`config.mk`:
```
export PLATFORM = sky130hd
export DESIGN_NAME = mouse_cfg_sequencer
export DESIGN_NICKNAME = d
export VERILOG_FILES = /design/src/rtl/ps2_pkg.sv /design/src/rtl/ps2_timeout_timer.sv /design/src/rtl/mouse_cfg_sequencer.sv
export SDC_FILE = /design/constraint.sdc
export NUM_CORES = 1
export LEC_CHECK = 0
export ABC_CLOCK_PERIOD_IN_PS = 2000
export CAP_MARGIN = 20
export CORE_ASPECT_RATIO = 1.4
export CORE_MARGIN = 5
export CORE_UTILIZATION = 48
export CTS_CLUSTER_SIZE = 12
export DETAILED_ROUTE_END_ITERATION = 12
export PLACE_DENSITY = 0.75
export SETUP_SLACK_MARGIN = 0.05
export SYNTH_ARGS = -nofsm -noshare
export SYNTH_HDL_FRONTEND = slang
export SYNTH_SLANG_ARGS = --single-unit
```
`constraint.sdc`:
```
create_clock -name CLK -period 2 [get_ports CLK]
set_clock_uncertainty 0.1 [all_clocks]
set_input_delay 0.4 -clock CLK [delete_from_list [all_inputs] [get_ports CLK]]
set_output_delay 0.4 -clock CLK [all_outputs]
set_load 0.005 [all_outputs]
```
`src/rtl/ps2_pkg.sv`:
```
// Shared PS/2 mouse constants: command and response bytes, error codes,
// configuration FSM state encoding and the configuration byte sequence.
package ps2_pkg;

   localparam logic [7:0] CMD_RESET     = 8'hFF;
   localparam logic [7:0] CMD_STREAM_EN = 8'hF4;
   localparam logic [7:0] CMD_SET_RATE  = 8'hF3;
   localparam logic [7:0] CMD_SET_RES   = 8'hE8;
   localparam logic [7:0] CMD_SCALE11   = 8'hE6;

   localparam logic [7:0] RSP_ACK       = 8'hFA;
   localparam logic [7:0] RSP_RESEND    = 8'hFE;
   localparam logic [7:0] RSP_FAIL      = 8'hFC;
   localparam logic [7:0] RSP_SELFTEST  = 8'hAA;

   localparam logic [1:0] ERR_NONE      = 2'b00;
   localparam logic [1:0] ERR_RETRY     = 2'b01;
   localparam logic [1:0] ERR_TIMEOUT   = 2'b10;
   localparam logic [1:0] ERR_BAD_RESP  = 2'b11;

   localparam logic [2:0] LAST_INDEX    = 3'd4;

   typedef enum logic [2:0] {
      ST_IDLE,
      ST_SEND,
      ST_WAIT_SENT,
      ST_WAIT_ACK,
      ST_FINISH,
      ST_FAIL
   } cfg_state_t;

   // Byte sequence: F3, rate, E8, resolution, E6.
   function automatic logic [7:0] cfg_byte(input logic [2:0] index,
                                           input logic [7:0] rate,
                                           input logic [1:0] res);
      case (index)
         3'd0:    cfg_byte = CMD_SET_RATE;
         3'd1:    cfg_byte = rate;
         3'd2:    cfg_byte = CMD_SET_RES;
         3'd3:    cfg_byte = {6'b0, res};
         default: cfg_byte = CMD_SCALE11;
      endcase
   endfunction

endpackage

```
`src/rtl/ps2_timeout_timer.sv`:
```
// Cycle counter with a sticky EXPIRED flag that rises after TIMEOUT_CYCLES
// enabled cycles since the last CLEAR.
module ps2_timeout_timer #(
   parameter int TIMEOUT_CYCLES = 1000000
) (
   input  logic CLK,
   input  logic RESET,
   input  logic CLEAR,
   input  logic ENABLE,
   output logic EXPIRED
);

   localparam int W = $clog2(TIMEOUT_CYCLES + 1);
   localparam logic [W-1:0] LAST = W'(TIMEOUT_CYCLES - 1);

   logic [W-1:0] count;

   always_ff @(posedge CLK) begin
      if (RESET || CLEAR) begin
         count   <= '0;
         EXPIRED <= 1'b0;
      end else if (ENABLE && !EXPIRED) begin
         count <= count + W'(1);
         if (count == LAST) EXPIRED <= 1'b1;
      end
   end

endmodule

```
`src/rtl/mouse_cfg_sequencer.sv`:
```
// Sends F3 rate E8 res E6 to a streaming PS/2 mouse, checking for FA after
// each byte with resend retries, per-byte timeout and bad-response abort.
module mouse_cfg_sequencer #(
   parameter int TIMEOUT_CYCLES = 1000000,
   parameter int MAX_RETRY      = 3
) (
   input  logic       CLK,
   input  logic       RESET,
   input  logic       START,
   input  logic [7:0] CFG_RATE,
   input  logic [1:0] CFG_RES,
   output logic       BUSY,
   output logic       DONE,
   output logic       ERROR,
   output logic [1:0] ERR_CODE,
   output logic       SEND_BYTE,
   output logic [7:0] BYTE_TO_SEND,
   input  logic       BYTE_SENT,
   output logic       READ_ENABLE,
   input  logic [7:0] BYTE_READ,
   input  logic [1:0] BYTE_ERROR_CODE,
   input  logic       BYTE_READY
);
   import ps2_pkg::*;

   localparam logic [3:0] RETRY_LIMIT = 4'(MAX_RETRY);

   cfg_state_t state, state_next;
   logic [2:0] index, index_next;
   logic [3:0] retry, retry_next;
   logic [7:0] rate, rate_next;
   logic [1:0] res, res_next;
   logic [1:0] code, code_next;
   logic       expired;

   logic       busy_next, done_next, error_next, send_next, read_en_next;
   logic [1:0] err_code_next;
   logic [7:0] byte_next;

   // Two register stages (FSM state, ERROR) follow the timer flag, so the
   // timer is shortened by two to land ERROR exactly TIMEOUT_CYCLES after SEND_BYTE.
   ps2_timeout_timer #(.TIMEOUT_CYCLES(TIMEOUT_CYCLES - 2)) u_timer (
      .CLK     (CLK),
      .RESET   (RESET),
      .CLEAR   (state == ST_SEND),
      .ENABLE  ((state == ST_WAIT_SENT) || (state == ST_WAIT_ACK)),
      .EXPIRED (expired)
   );

   always_ff @(posedge CLK) begin
      if (RESET) begin
         state <= ST_IDLE;
         index <= '0;
         retry <= '0;
         rate  <= '0;
         res   <= '0;
         code  <= ERR_NONE;
      end else begin
         state <= state_next;
         index <= index_next;
         retry <= retry_next;
         rate  <= rate_next;
         res   <= res_next;
         code  <= code_next;
      end
   end

   // SEND_BYTE/BYTE_SENT and BYTE_READY are one-cycle pulses with no
   // back-pressure; a response or completion pulse beats a same-cycle timeout.
   always_comb begin
      state_next = state;
      index_next = index;
      retry_next = retry;
      rate_next  = rate;
      res_next   = res;
      code_next  = code;
      case (state)
         ST_IDLE: if (START) begin
            state_next = ST_SEND;
            index_next = '0;
            retry_next = '0;
            rate_next  = CFG_RATE;
            res_next   = CFG_RES;
            code_next  = ERR_NONE;
         end
         ST_SEND: state_next = ST_WAIT_SENT;
         ST_WAIT_SENT: begin
            if (BYTE_SENT) state_next = ST_WAIT_ACK;
            else if (expired) begin
               state_next = ST_FAIL;
               code_next  = ERR_TIMEOUT;
            end
         end
         ST_WAIT_ACK: begin
            if (BYTE_READY) begin
               if (BYTE_ERROR_CODE != 2'b00) begin
                  state_next = ST_FAIL;
                  code_next  = ERR_BAD_RESP;
               end else if (BYTE_READ == RSP_ACK) begin
                  if (index == LAST_INDEX) state_next = ST_FINISH;
                  else begin
                     state_next = ST_SEND;
                     index_next = index + 3'd1;
                     retry_next = '0;
                  end
               end else if (BYTE_READ == RSP_RESEND) begin
                  if (retry < RETRY_LIMIT) begin
                     state_next = ST_SEND;
                     retry_next = retry + 4'd1;
                  end else begin
                     state_next = ST_FAIL;
                     code_next  = ERR_RETRY;
                  end
               end else begin
                  state_next = ST_FAIL;
                  code_next  = ERR_BAD_RESP;
               end
            end else if (expired) begin
               state_next = ST_FAIL;
               code_next  = ERR_TIMEOUT;
            end
         end
         ST_FINISH: state_next = ST_IDLE;
         ST_FAIL:   state_next = ST_IDLE;
         default:   state_next = ST_IDLE;
      endcase
   end

   always_comb begin
      busy_next     = (state != ST_IDLE);
      done_next     = (state == ST_FINISH);
      error_next    = (state == ST_FAIL);
      send_next     = (state == ST_SEND);
      read_en_next  = (state == ST_WAIT_ACK);
      byte_next     = BYTE_TO_SEND;
      err_code_next = ERR_CODE;
      if (state == ST_SEND) byte_next = cfg_byte(index, rate, res);
      if (state == ST_IDLE && START) err_code_next = ERR_NONE;
      else if (state == ST_FAIL) err_code_next = code;
   end

   always_ff @(posedge CLK) begin
      if (RESET) begin
         BUSY         <= 1'b0;
         DONE         <= 1'b0;
         ERROR        <= 1'b0;
         ERR_CODE     <= ERR_NONE;
         SEND_BYTE    <= 1'b0;
         BYTE_TO_SEND <= 8'h00;
         READ_ENABLE  <= 1'b0;
      end else begin
         BUSY         <= busy_next;
         DONE         <= done_next;
         ERROR        <= error_next;
         ERR_CODE     <= err_code_next;
         SEND_BYTE    <= send_next;
         BYTE_TO_SEND <= byte_next;
         READ_ENABLE  <= read_en_next;
      end
   end

endmodule

```
==> summary.txt <==
Run
  – # Max-Cap Violations: 0

Synthesis
  – Syn Area/Cell: between 8 and 9 um^2
  – Synth cell types: 51
  – Post-synth EDFFs: 0
  – Synthesis-stage register bit count: 58
  – Synth Flop Type: dfxtp_1
  – Seq/Total Area, Yosys: a little over two fifths
  – Mapped Cells: between 300 and 400
  – Cell Area, Synth: roughly 0.0027 mm^2
  – Synth Net Count: 350
  – YS warnings: 0
  – Async SR Flop Fraction: 0%

Finish
  – Layout Nets: a little over 400
  – Diode count: 0
  – Fraction of layout cells with a size suffix above 1: between 10% and 20%
  – Layout area overhead: 29.7%

Place
  – GP Congestion: roughly 0.83
  – Hpwl dp: ~4.7 mm
  – PortBufs: 39

Timing
  – Actual slew at the worst max-slew pin: 0.586 ns
  – Fmax achieved: approximately 530 MHz
  – Final period util: between 90% and 100%
  – Setup violators final: 0
  – Setup TNS Final: 0 ns
  – Max_slew headroom: between 60 and 70%
  – Slew Viols, Final: 0
  – Hold Fails Final Rpt: 0
  – Time the worst path needs with I/O delays and setup: roughly 1.9 ns
  – Worst Hold Margin: roughly 0.35 ns
  – RSZ-0062 raised after global routing: true

CTS
  – Post-CTS Setup Bufs: 0
  – H-tree depth: 3
  – CTS Buffer Depth: 2
  – Clk_lat worst skew: 0.33 ns
  – Clock-pin slew on the worst setup and hold paths: about 0.06 ns
  – Clk root buf: clkbuf_8
  – Sink Count: 58
  – TritonCTS clock tree: built
  – Num CTS Buffers: 9

Hold path
  – Hold Path Origin: BYTE_TO_SEND[0]$_SDFFE_PP0P_
  – Worst hold path stage count: 2
  – Worst min-delay path class: reg -> reg
  – WHS Endpoint: BYTE_TO_SEND[0]$_SDFFE_PP0P_

Route
  – Routed Antenna Nets: 0
  – WL/cell: approximately 14 um
  – Residual DRC: 0
  – DR vias/cell: 5.42
  – First drt pass iteration count: 4
  – WL final: 6.25 mm
  – Vias: between 2000 and 2500
  – First DRT Iteration DRCs: 122

Global route
  – Grt ovf: 0
  – Initial antenna violation count: 0
  – Largest net degree at the start of global routing: 27
  – First-pass GRT wire length: 10.5 mm
  – GRT Overall Usage: a little under a fifth
  – Vias in the first global route: roughly 2400

Setup path
  – CP startpoint kind: flip-flop
  – Reg-to-reg endpoint: retry[3]$_SDFFE_PP0P_
  – Critical-path maximum fanout: 3
  – Worst setup path class: reg -> reg
  – R2R depth: 6
  – WP data required: roughly 2.1 ns
  – WP data arrival: 2.00 ns
  – Crit end category: flip-flop
  – Reg2Reg Setup Slack: around 0.13 ns
  – Reg2reg start: retry[0]$_SDFFE_PP0P_

Floorplanning
  – Total core area: approximately 0.0054 mm^2
  – Boundary pin count: 40
  – Initial Utilization: 49.1%
  – Die height: about 100 um
  – Chip width: around 73 um
  – Num rows: 32
  – Die ar.: roughly 0.0072 mm^2

Power and ir drop
  – Leakage: 1.27 nW
  – Pwr dens: between 700 and 800 mW/mm^2
  – Total power: ~0.0025 W
  – Peak VDD IR: 0.000413 V

Outcome
  – Status: finished, final reports clean
[worst max-delay path, cell delays in order, from the launching register on]
cell and delay, ns:
dfxtp_1 0.32, ha_1 0.22, or4b_4 0.50, a211oi_2 0.24, o21bai_2 0.10, nor2b_1 0.14, and2_1 0.16
[sequential cells by signal, indices dropped and copies added (netlist names), 2 cells and up]
register and count:
u_timer.count 20, BYTE_TO_SEND 8, rate 8, retry 4
index 3, state 3, ERR_CODE 2, code 2
res 2
[worst max-delay path by stage]
stage                          startpoint                    end  slack [ns]
finish              retry[0]$_SDFFE_PP0P_  retry[3]$_SDFFE_PP0P_        0.13
global route        retry[0]$_SDFFE_PP0P_  retry[2]$_SDFFE_PP0P_        0.01
CTS                 retry[0]$_SDFFE_PP0P_  retry[3]$_SDFFE_PP0P_        0.06
detailed placement           BYTE_READ[2]  retry[2]$_SDFFE_PP0P_       -0.27
global placement             BYTE_READ[2]  retry[2]$_SDFFE_PP0P_       -0.22
floorplan                    BYTE_READ[2]  retry[2]$_SDFFE_PP0P_        0.14
[cell type report]
type,count,area [um^2]
flip-flops and latches,58,1160
well taps,68,85.1
fillers,491,1980
inverters,10,37.5
clock buffers,14,173
multi-input cells,234,1430
repair buffers,63,571
clock inverters,2,10.0
[what timing repair did]
action	CTS	global route
endpoints found under the setup margin	0	6
hold buffers	0	0
gates resized for setup	0	4
[cells in the final DEF, fill, tap and decap left out, types with 10 or more instances in the layout]
cell / count
inv_1: 10
buf_4: 24
clkdlybuf4s50_1: 39
clkbuf_8: 12
nor2_1: 31
nor3_1: 10
xnor2_1: 11
dfxtp_1: 57
o21ai_0: 20
nand2_1: 44
a21oi_1: 29
[layer usage]
layer	wire length, um	up-vias	track usage, %
met5	0	-	0
met2	3380	65	33.5
met3	330	21	5.15
li1	-	1232	-
met1	2300	1116	19.0
met4	242	0	10.9
[through the flow]
step	worst slack, ns	utilization [%]	cell area, um^2	instances
after floorplan	0.141	-	2670	317
after global placement	-0.219	60.0	3270	433
after detailed placement	-0.272	60.0	3270	433
after CTS	0.0554	63.4	3450	449
after global routing	0.0110	63.6	3470	449
final	0.129	63.6	3470	449
[report_power, final]
group | internal (W) | switching [W]
logic | 0.000163 | 0.000149
registers | 0.00120 | 0.0000297
clock network | 0.000548 | 0.000428
total | 0.00191 | 0.000607
[logic make-up (layout without fill, tap and decap cells)]
group                      after synthesis  in the layout  synth area share (%)
and+or+nand+nor                        138            138                  27.3
AOI/OAI and AO/OA                       70             70                  15.6
DFF                                     58             58                  43.4
buffers and inverters                   25             89                  3.84
xor gates and xnor gates                15             15                  4.92
adders and majority gates                8              8                  3.75
muxes                                    3              3                  1.12
[cells in the mapped netlist (all sizes together) (3+ instances only)]
| master | count | area share [%] |
|---|---|---|
| mux2i | 3 | 1.1 |
| o21ai | 20 | 3.7 |
| dfxtp | 58 | 43 |
| and4 | 4 | 1.3 |
| a21oi | 29 | 5.4 |
| nand3b | 3 | 0.84 |
| clkbuf | 10 | 1.4 |
| nand2 | 44 | 6.2 |
| nor2 | 31 | 4.4 |
| buf | 5 | 1.0 |
| nor3 | 10 | 1.9 |
| o31ai | 3 | 0.84 |
| ha | 8 | 3.7 |
| nor2b | 3 | 0.70 |
| nand4 | 5 | 1.2 |
| nand2b | 4 | 0.94 |
| a211oi | 3 | 0.84 |
| xnor2 | 11 | 3.6 |
| a2111oi | 3 | 0.98 |
| or3 | 4 | 0.94 |
| nand3 | 9 | 1.9 |
| and2 | 3 | 0.70 |
| xor2 | 4 | 1.3 |
| inv | 10 | 1.4 |
| nor4 | 5 | 2.0 |
Note: power is estimated with default switching activity, not from simulation.
